==> config.mk <==
export PLATFORM = sky130hd
export DESIGN_NAME = mem_loader
export DESIGN_NICKNAME = d
export VERILOG_FILES = /design/src/rtl/mem_loader.sv
export SDC_FILE = /design/constraint.sdc
export NUM_CORES = 1
export LEC_CHECK = 0
export ABC_AREA = 1
export CAP_MARGIN = 10
export CORE_MARGIN = 2
export CORE_UTILIZATION = 44
export CTS_CLUSTER_DIAMETER = 60
export CTS_CLUSTER_SIZE = 24
export DETAILED_ROUTE_END_ITERATION = 12
export GPL_ROUTABILITY_DRIVEN = 1
export PLACE_DENSITY = 0.84
export RECOVER_POWER = 100
export SLEW_MARGIN = 15
export SYNTH_ARGS = -nofsm -noshare
export SYNTH_HDL_FRONTEND = slang
export SYNTH_SLANG_ARGS = --single-unit
==> constraint.sdc <==
create_clock -name clk -period 2.3 [get_ports clk]
set_input_delay 0.345 -clock clk [delete_from_list [all_inputs] [get_ports clk]]
set_output_delay 0.345 -clock clk [all_outputs]
set_load 0.03 [all_outputs]
==> src/rtl/mem_loader.sv <==
// mem_loader: boot-time loader streaming words into memory, then passing the port to the datapath.
// Optional feature: define MEM_LOADER_CHECKSUM_EN so the last word is a checksum that is verified, not stored.
module mem_loader #(
    parameter int DATA_W    = 16,
    parameter int ADDR_W    = 16,
    parameter int DEPTH     = 4096,
    parameter int BASE_ADDR = 0
) (
    input  logic              clk,
    input  logic              reset,
    input  logic              in_valid,
    output logic              in_ready,
    input  logic [DATA_W-1:0] in_data,
    input  logic              in_last,
    input  logic [ADDR_W-1:0] cpu_addr,
    input  logic [DATA_W-1:0] cpu_wdata,
    input  logic              cpu_mrw,
    output logic [ADDR_W-1:0] mem_addr,
    output logic [DATA_W-1:0] mem_wdata,
    output logic              mem_we,
    output logic              cpu_hold,
    output logic              done,
    output logic              err,
    output logic [ADDR_W-1:0] word_count
);
    typedef enum logic [1:0] {LOAD, DONE, ERR} state_t;
    localparam logic [ADDR_W-1:0] TOP  = ADDR_W'(DEPTH - 1);
    localparam logic [ADDR_W-1:0] BASE = ADDR_W'(BASE_ADDR);
    state_t            state, nxt;
    logic [ADDR_W-1:0] addr_q;
    logic              accept, store, last_ok;
    assign in_ready = state == LOAD;
    assign accept   = in_valid & in_ready;
`ifdef MEM_LOADER_CHECKSUM_EN
    logic [DATA_W-1:0] sum_q;
    assign store   = accept & ~in_last;
    assign last_ok = sum_q == in_data;
    // running sum of stored words, compared against the trailing checksum word
    always_ff @(posedge clk) begin
        if (reset) sum_q <= '0;
        else if (store) sum_q <= sum_q + in_data;
    end
`else
    assign store   = accept;
    assign last_ok = 1'b1;
`endif
    // memory port mux and next-state selection; no wrap past the top of memory
    always_comb begin
        mem_addr  = state == DONE ? cpu_addr : addr_q;
        mem_wdata = state == DONE ? cpu_wdata : in_data;
        mem_we    = state == DONE ? cpu_mrw : store;
        nxt       = state;
        if (accept) nxt = in_last ? (last_ok ? DONE : ERR) : (addr_q == TOP ? ERR : LOAD);
    end
    // loader FSM with registered status outputs
    always_ff @(posedge clk) begin
        if (reset) begin
            state      <= LOAD;
            addr_q     <= BASE;
            word_count <= '0;
            done       <= 1'b0;
            err        <= 1'b0;
            cpu_hold   <= 1'b1;
        end else begin
            state    <= nxt;
            done     <= nxt == DONE;
            err      <= nxt == ERR;
            cpu_hold <= nxt != DONE;
            if (store) begin
                addr_q     <= addr_q + 1'b1;
                word_count <= word_count + 1'b1;
            end
        end
    end
endmodule

==> results of run 1 <==
==> metrics by stage <==
stage	util, %	std cells
final	68.6	494
after detailed placement	69.4	487
after global placement	69.4	487
after CTS	70.9	494
after floorplan	-	318
after global routing	68.6	494
==> critical path, stage by stage <==
cell and delay [ns]:
dlygate4sd3_1 0.64, nand2_8 0.06, nand2_1 0.07, clkdlybuf4s50_1 0.68
==> routing by layer <==
layer | routed length, um | share of wire (%) | up-vias | global-route usage (%)
met2 | 3040 | 49 | 110 | 40.0
li1 | - | - | 1232 | -
met4 | 87 | 1.4 | 0 | 6.55
met1 | 2430 | 39 | 1042 | 23.9
met5 | 0 | 0 | - | 0
met3 | 609 | 9.9 | 10 | 5.76
==> report_power, final <==
group	leakage, nW	total, mW	switching (mW)	internal (mW)
combinational	1.08	0.408	0.222	0.186
sequential	0.300	0.665	0.0118	0.653
clock	0.0443	0.457	0.219	0.238
==> worst max-delay path by stage <==
stage | start | end | slack, ns | cells past startpoint
final | in_valid | mem_we | 0.16 | 4
after global routing | state[1]$_SDFF_PP0_ | mem_addr[6] | 0.07 | 7
after CTS | state[1]$_SDFF_PP0_ | mem_wdata[12] | 0.001 | 5
after detailed placement | in_valid | mem_we | 0.20 | 4
after global placement | in_valid | mem_we | 0.22 | 4
after floorplan | state[1]$_SDFF_PP0_ | mem_addr[10] | 0.55 | 5
==> cells in the mapped netlist (2+ instances only) <==
cell type	n	share of area [%]
inv_2	2	0.34
buf_2	2	0.46
clkbuf_1	2	0.34
nand3_1	15	3.4
nor2_1	67	11
inv_1	39	6.7
nand2_1	58	9.9
a21oi_1	22	5.0
ha_1	2	1.1
buf_4	2	0.68
nor3_4	2	1.5
nand2_2	2	0.57
mux2_2	19	9.7
xor2_1	4	1.6
nor2_4	5	2.6
nor3_1	6	1.4
o21ai_0	12	2.7
dfxtp_1	37	34
nand4_1	10	2.8
==> sequential cells by signal (all words and copies together), names as in the netlist <==
name,count
cpu_hold,1
err,1
word_count,16
state,2
done,1
addr_q,16
==> final cells by class <==
type / count / area [um2]
fillers: 438 / 1490
multi-input cells: 232 / 1210
repair buffers: 110 / 990
flip-flops and latches: 37 / 741
inverters: 41 / 154
clock buffers: 7 / 86.3
well taps: 67 / 83.8
==> cell usage in the layout, fill, tap and decap left out, types with 2 or more instances in the layout <==
cell type and instances:
nand4_1 10, xor2_1 4, clkdlybuf4s50_1 52, dlygate4sd2_1 13
inv_1 41, clkbuf_1 7, nand2_1 59, a21oi_1 22
clkbuf_2 10, nor3_1 8, clkbuf_8 6, ha_1 2
nand3_1 15, nor2_1 71, dlygate4sd3_1 21, o21ai_0 13
buf_4 7, mux2_2 19, dfxtp_1 37
==> cells by family (layout without fill, tap and decap cells) <==
kind of cell | Yosys count | count (layout) | synth area share [%]
adders and majority gates | 2 | 2 | 1.14
xor gates and xnor gates | 4 | 4 | 1.59
DFF | 37 | 37 | 33.7
and+or+nand+nor | 171 | 171 | 36.3
buffers and inverters | 49 | 158 | 9.17
muxes | 19 | 19 | 9.74
AOI/OAI and AO/OA | 36 | 36 | 8.31
==> timing repair <==
action,in CTS,in global routing
pin swaps,0,0
gates resized for setup,13,5
gates cloned,0,0
buffers inserted,0,0
setup endpoints to repair,13,5
==> flow_summary.ini, run 1 <==
[status]
outcome = complete, no violations

[clock_tree]
cts_tree = done
htreeDepth = 2
cts_sinks = 37
cts_buffers = 5
clock_latency_ns = 0.29
clk_pin_slew_ns = 0.07
cts_root_buffer = clkbuf_8
cts_hold_buf = 0
cts_buffer_depth = 2

[sta]
rsz0062_at_grt = false
fin_crit_ns = 2.14
setup_ws_ns = 0.157
setup_viol = 0
final.setup.tns_ns = 0
fin_skew_ns = 0.00572
post-route-period-util_pct = 93.2
timing.fmax_mhz = 467
hold_ws_ns = 0.473
hold_violations = 0
report.final.slew_viol_count = 0
maxSlewHeadroom_pct = 64.5
worst_pin_slew_ns = 0.531

[power]
ir_worst_vdd_uv = 435
total_power_mw = 1.53
power_leakage_nw = 1.42
p_per_area_nw_per_um2 = 469

[floorplan]
fp.dieW_um = 74.7
dieArea_um2 = 5570
die_h_um = 74.7
start_util_pct = 46.2
core-area_um2 = 4750
ioPinCount = 106
rows = 25

[grt]
grt_pass1_vias = 2168
grt_pass1_wl_um = 9270
antenna_found_initial = 0
overflow = 0
track_usage_pct = 21.5
grt_max_degree = 25

[final_layout]
design_area_um2 = 3260
nets = 482
diodes = 0
drive_above_1_share_pct = 11.5
syn_to_final_growth_pct = 48.4

[logic_synthesis]
yosysSeqAreaShare_pct = 33.7
synth_nets = 373
synthCells = 318
synth_warnings = 0
yosysUniqueCellTypes = 29
ys.flop_type = dfxtp_1
syn_area_um2 = 2200
async_flop_share_pct = 0
synth_edf_count = 0
synth_seq_cells = 37
synth_area_per_cell_um2 = 6.91

[detailed_routing]
vias_per_cell = 4.85
wire_per_inst_um = 12.5
vias = 2394
drc = 0
wl_um = 6170
drtAntennaViolNets = 0
initialDrtViolationCount = 112
drtPass1Iterations = 4

[placed_design]
detailed_place_hpwl_um = 4930
portBuffers = 105
place.gp.congestion = 0.898
pre_cts_ws_ns = 0.200
postPlaceCellArea_um2 = 3300

[setup_path]
start_kind = input pin
r2r_setup_slack_ns = 0.58
r2r-start = state[0]$_SDFF_PP0_
worst_r2r_path_depth = 7
worstPathArrival_ns = 1.80
timing.rr.end = word_count[8]$_SDFFE_PP0P_
cp-end-kind = output pin
critPathKind = input pin to output pin
required_ns = 1.96
cp_max_fo = 2

[worst_hold_path]
whs_path_depth = 2
min_from = word_count[8]$_SDFFE_PP0P_
hp-class = flop to flop
min_to = word_count[8]$_SDFFE_PP0P_

[job]
cap_viol_max_count = 0
No activity file was read; power rests on OpenSTA's default activity.
==> inputs of run 2 (changes only) <==
CORE_UTILIZATION = 45   (was 44)
CTS_BUF_LIST = sky130_fd_sc_hd__clkbuf_4   (was default)
PLACE_DENSITY = 0.86   (was 0.84)
==> flow_summary.ini, run 2 (same netlist as run 1, synthesis figures left out) <==
[clock_tree]
cts_root_buffer = clkbuf_4
clock_latency_ns = 0.35
post-cts-setup-buffers = 0
cts_sinks = 37
clk_pin_slew_ns = 0.12
htreeDepth = 2
cts_tree = done
cts_buffers = 5
cts_buffer_depth = 2

[placed_design]
detailed_place_hpwl_um = 4660
portBuffers = 105
dp.cells = 487
pre_cts_ws_ns = 0.206
place.gp.congestion = 0.936

[final_layout]
fillers = 405
layout_common_cells = nor2_1 (67), nand2_1 (59), clkdlybuf4s50_1 (52)
nets = 482
final_common_cell = nor2_1
diodes = 0
syn_to_final_growth_pct = 50.0
top_regs = addr_q x16, word_count x16, state x2
seq_area_um2 = 741
final_cell_count_no_fill = 495
drive_above_1_share_pct = 12.6
multi_input_area_um2 = 1240

[status]
outcome = complete, no violations

[sta]
maxSlewHeadroom_pct = 18.5
setup_viol = 0
setup_ws_ns = 0.133
final.setup.tns_ns = 0
timing.fmax_mhz = 462
post-route-period-util_pct = 94.2
fin_skew_ns = 0.00820
report.final.slew_viol_count = 0
rsz0062_at_grt = false
worst_pin_slew_ns = 1.22
fin_crit_ns = 2.17
hold_violations = 0
hold_ws_ns = 0.468

[floorplan]
core-area_um2 = 4720
die_h_um = 73.9
ioPinCount = 106
start_util_pct = 46.5
rows = 25
fp.dieW_um = 73.9
dieArea_um2 = 5460

[setup_path]
r2r_setup_slack_ns = 0.20
start_kind = input pin
crit_path_start = in_valid
worst_r2r_path_depth = 8
cp-end-kind = output pin
critPathKind = input pin to output pin
worstPathArrival_ns = 1.82
cp_slowest_cell = dlygate4sd3_1
timing.critical_path.to = mem_we
required_ns = 1.96
timing.rr.end = word_count[9]$_SDFFE_PP0P_
max_stage_delay_ns = 0.76
cp_num_buf_inv = 2
critical_path.top_delay_family = buffers and inverters
r2r-start = state[0]$_SDFF_PP0_
cp_max_fo = 2
path_cells = clkdlybuf4s50_1 -> nand2_8 -> nand2_1 -> dlygate4sd3_1
crit_cells = 4

[grt]
overflow = 0
grt_pass1_vias = 2090
grt_pass1_wl_um = 8960
antenna_found_initial = 0
track_usage_pct = 21.0
grt_max_degree = 25

[detailed_routing]
drtPass1Iterations = 4
drc = 0
vias_per_cell = 4.90
vias = 2427
initialDrtViolationCount = 107
drtAntennaViolNets = 0
wire_per_inst_um = 11.8
wl_um = 5860

[power]
p_per_area_nw_per_um2 = 436
power_leakage_nw = 1.44
ir_worst_vdd_uv = 326

[worst_hold_path]
hp-class = flop to flop
min_from = word_count[8]$_SDFFE_PP0P_

[job]
cap_viol_max_count = 0
==> run 2: worst reg2reg max path: stages, from the launching register on <==
cell	delay [ns]
dfxtp_1	0.45
nor2_4	0.08
nand2_8	0.06
clkbuf_1	0.89
nor3_1	0.22
nand2_1	0.16
nand2_1	0.06
nand2_1	0.05
nor2_1	0.04
==> run 2: area by class of cell <==
| class | count | area share, % |
|---|---|---|
| clock buffer | 6 | 1.37 |
| clock inverter | 2 | 0.456 |
| inverter | 41 | 4.67 |
| multi-input combinational | 232 | 37.7 |
| sequential | 37 | 22.5 |
| tap | 67 | 2.54 |
| timing repair buffer | 110 | 30.8 |
==> run 2: how the worst min path moves through the flow <==
| stage | depth (start not counted) | slack [ns] | endpoint |
|---|---|---|---|
| after global routing | 2 | 0.50 | word_count[8]$_SDFFE_PP0P_ |
| after CTS | 2 | 0.48 | word_count[8]$_SDFFE_PP0P_ |
| after floorplan | 1 | 0.42 | addr_q[15]$_SDFFE_PP0P_ |
| after detailed placement | 2 | 0.46 | word_count[8]$_SDFFE_PP0P_ |
| final | 2 | 0.47 | word_count[8]$_SDFFE_PP0P_ |
| after global placement | 2 | 0.45 | word_count[8]$_SDFFE_PP0P_ |
==> run 2: through the flow <==
step	power, mW	util, %	area (um2)
floorplan	0.915	-	2200
global placement	1.12	69.9	3300
detailed placement	1.13	69.9	3300
CTS	1.47	70.7	3340
global route	1.50	69.8	3300
finish	1.44	69.8	3300
==> run 2: what timing repair did <==
action / 4_1_cts / 5_1_grt
resized for setup: 19 / 0
hold buffers: 0 / 0
setup endpoints to repair: 19 / 0
hold endpoints to repair: 0 / 0
==> run 2: power breakdown <==
group	leakage [nW]	internal (mW)	switching, mW
Sequential	0.300	0.653	0.0122
Combinational	1.11	0.190	0.224
Clock	0.0279	0.131	0.226
Total	1.44	0.974	0.462
==> run 2: layer usage <==
metal | up-vias | routed length (um) | track usage [%]
li1 | 1242 | - | -
met1 | 1084 | 2420 | 25.1
met2 | 90 | 2790 | 35.8
met3 | 11 | 525 | 3.98
met4 | 0 | 127 | 10.5
met5 | - | 0 | 0
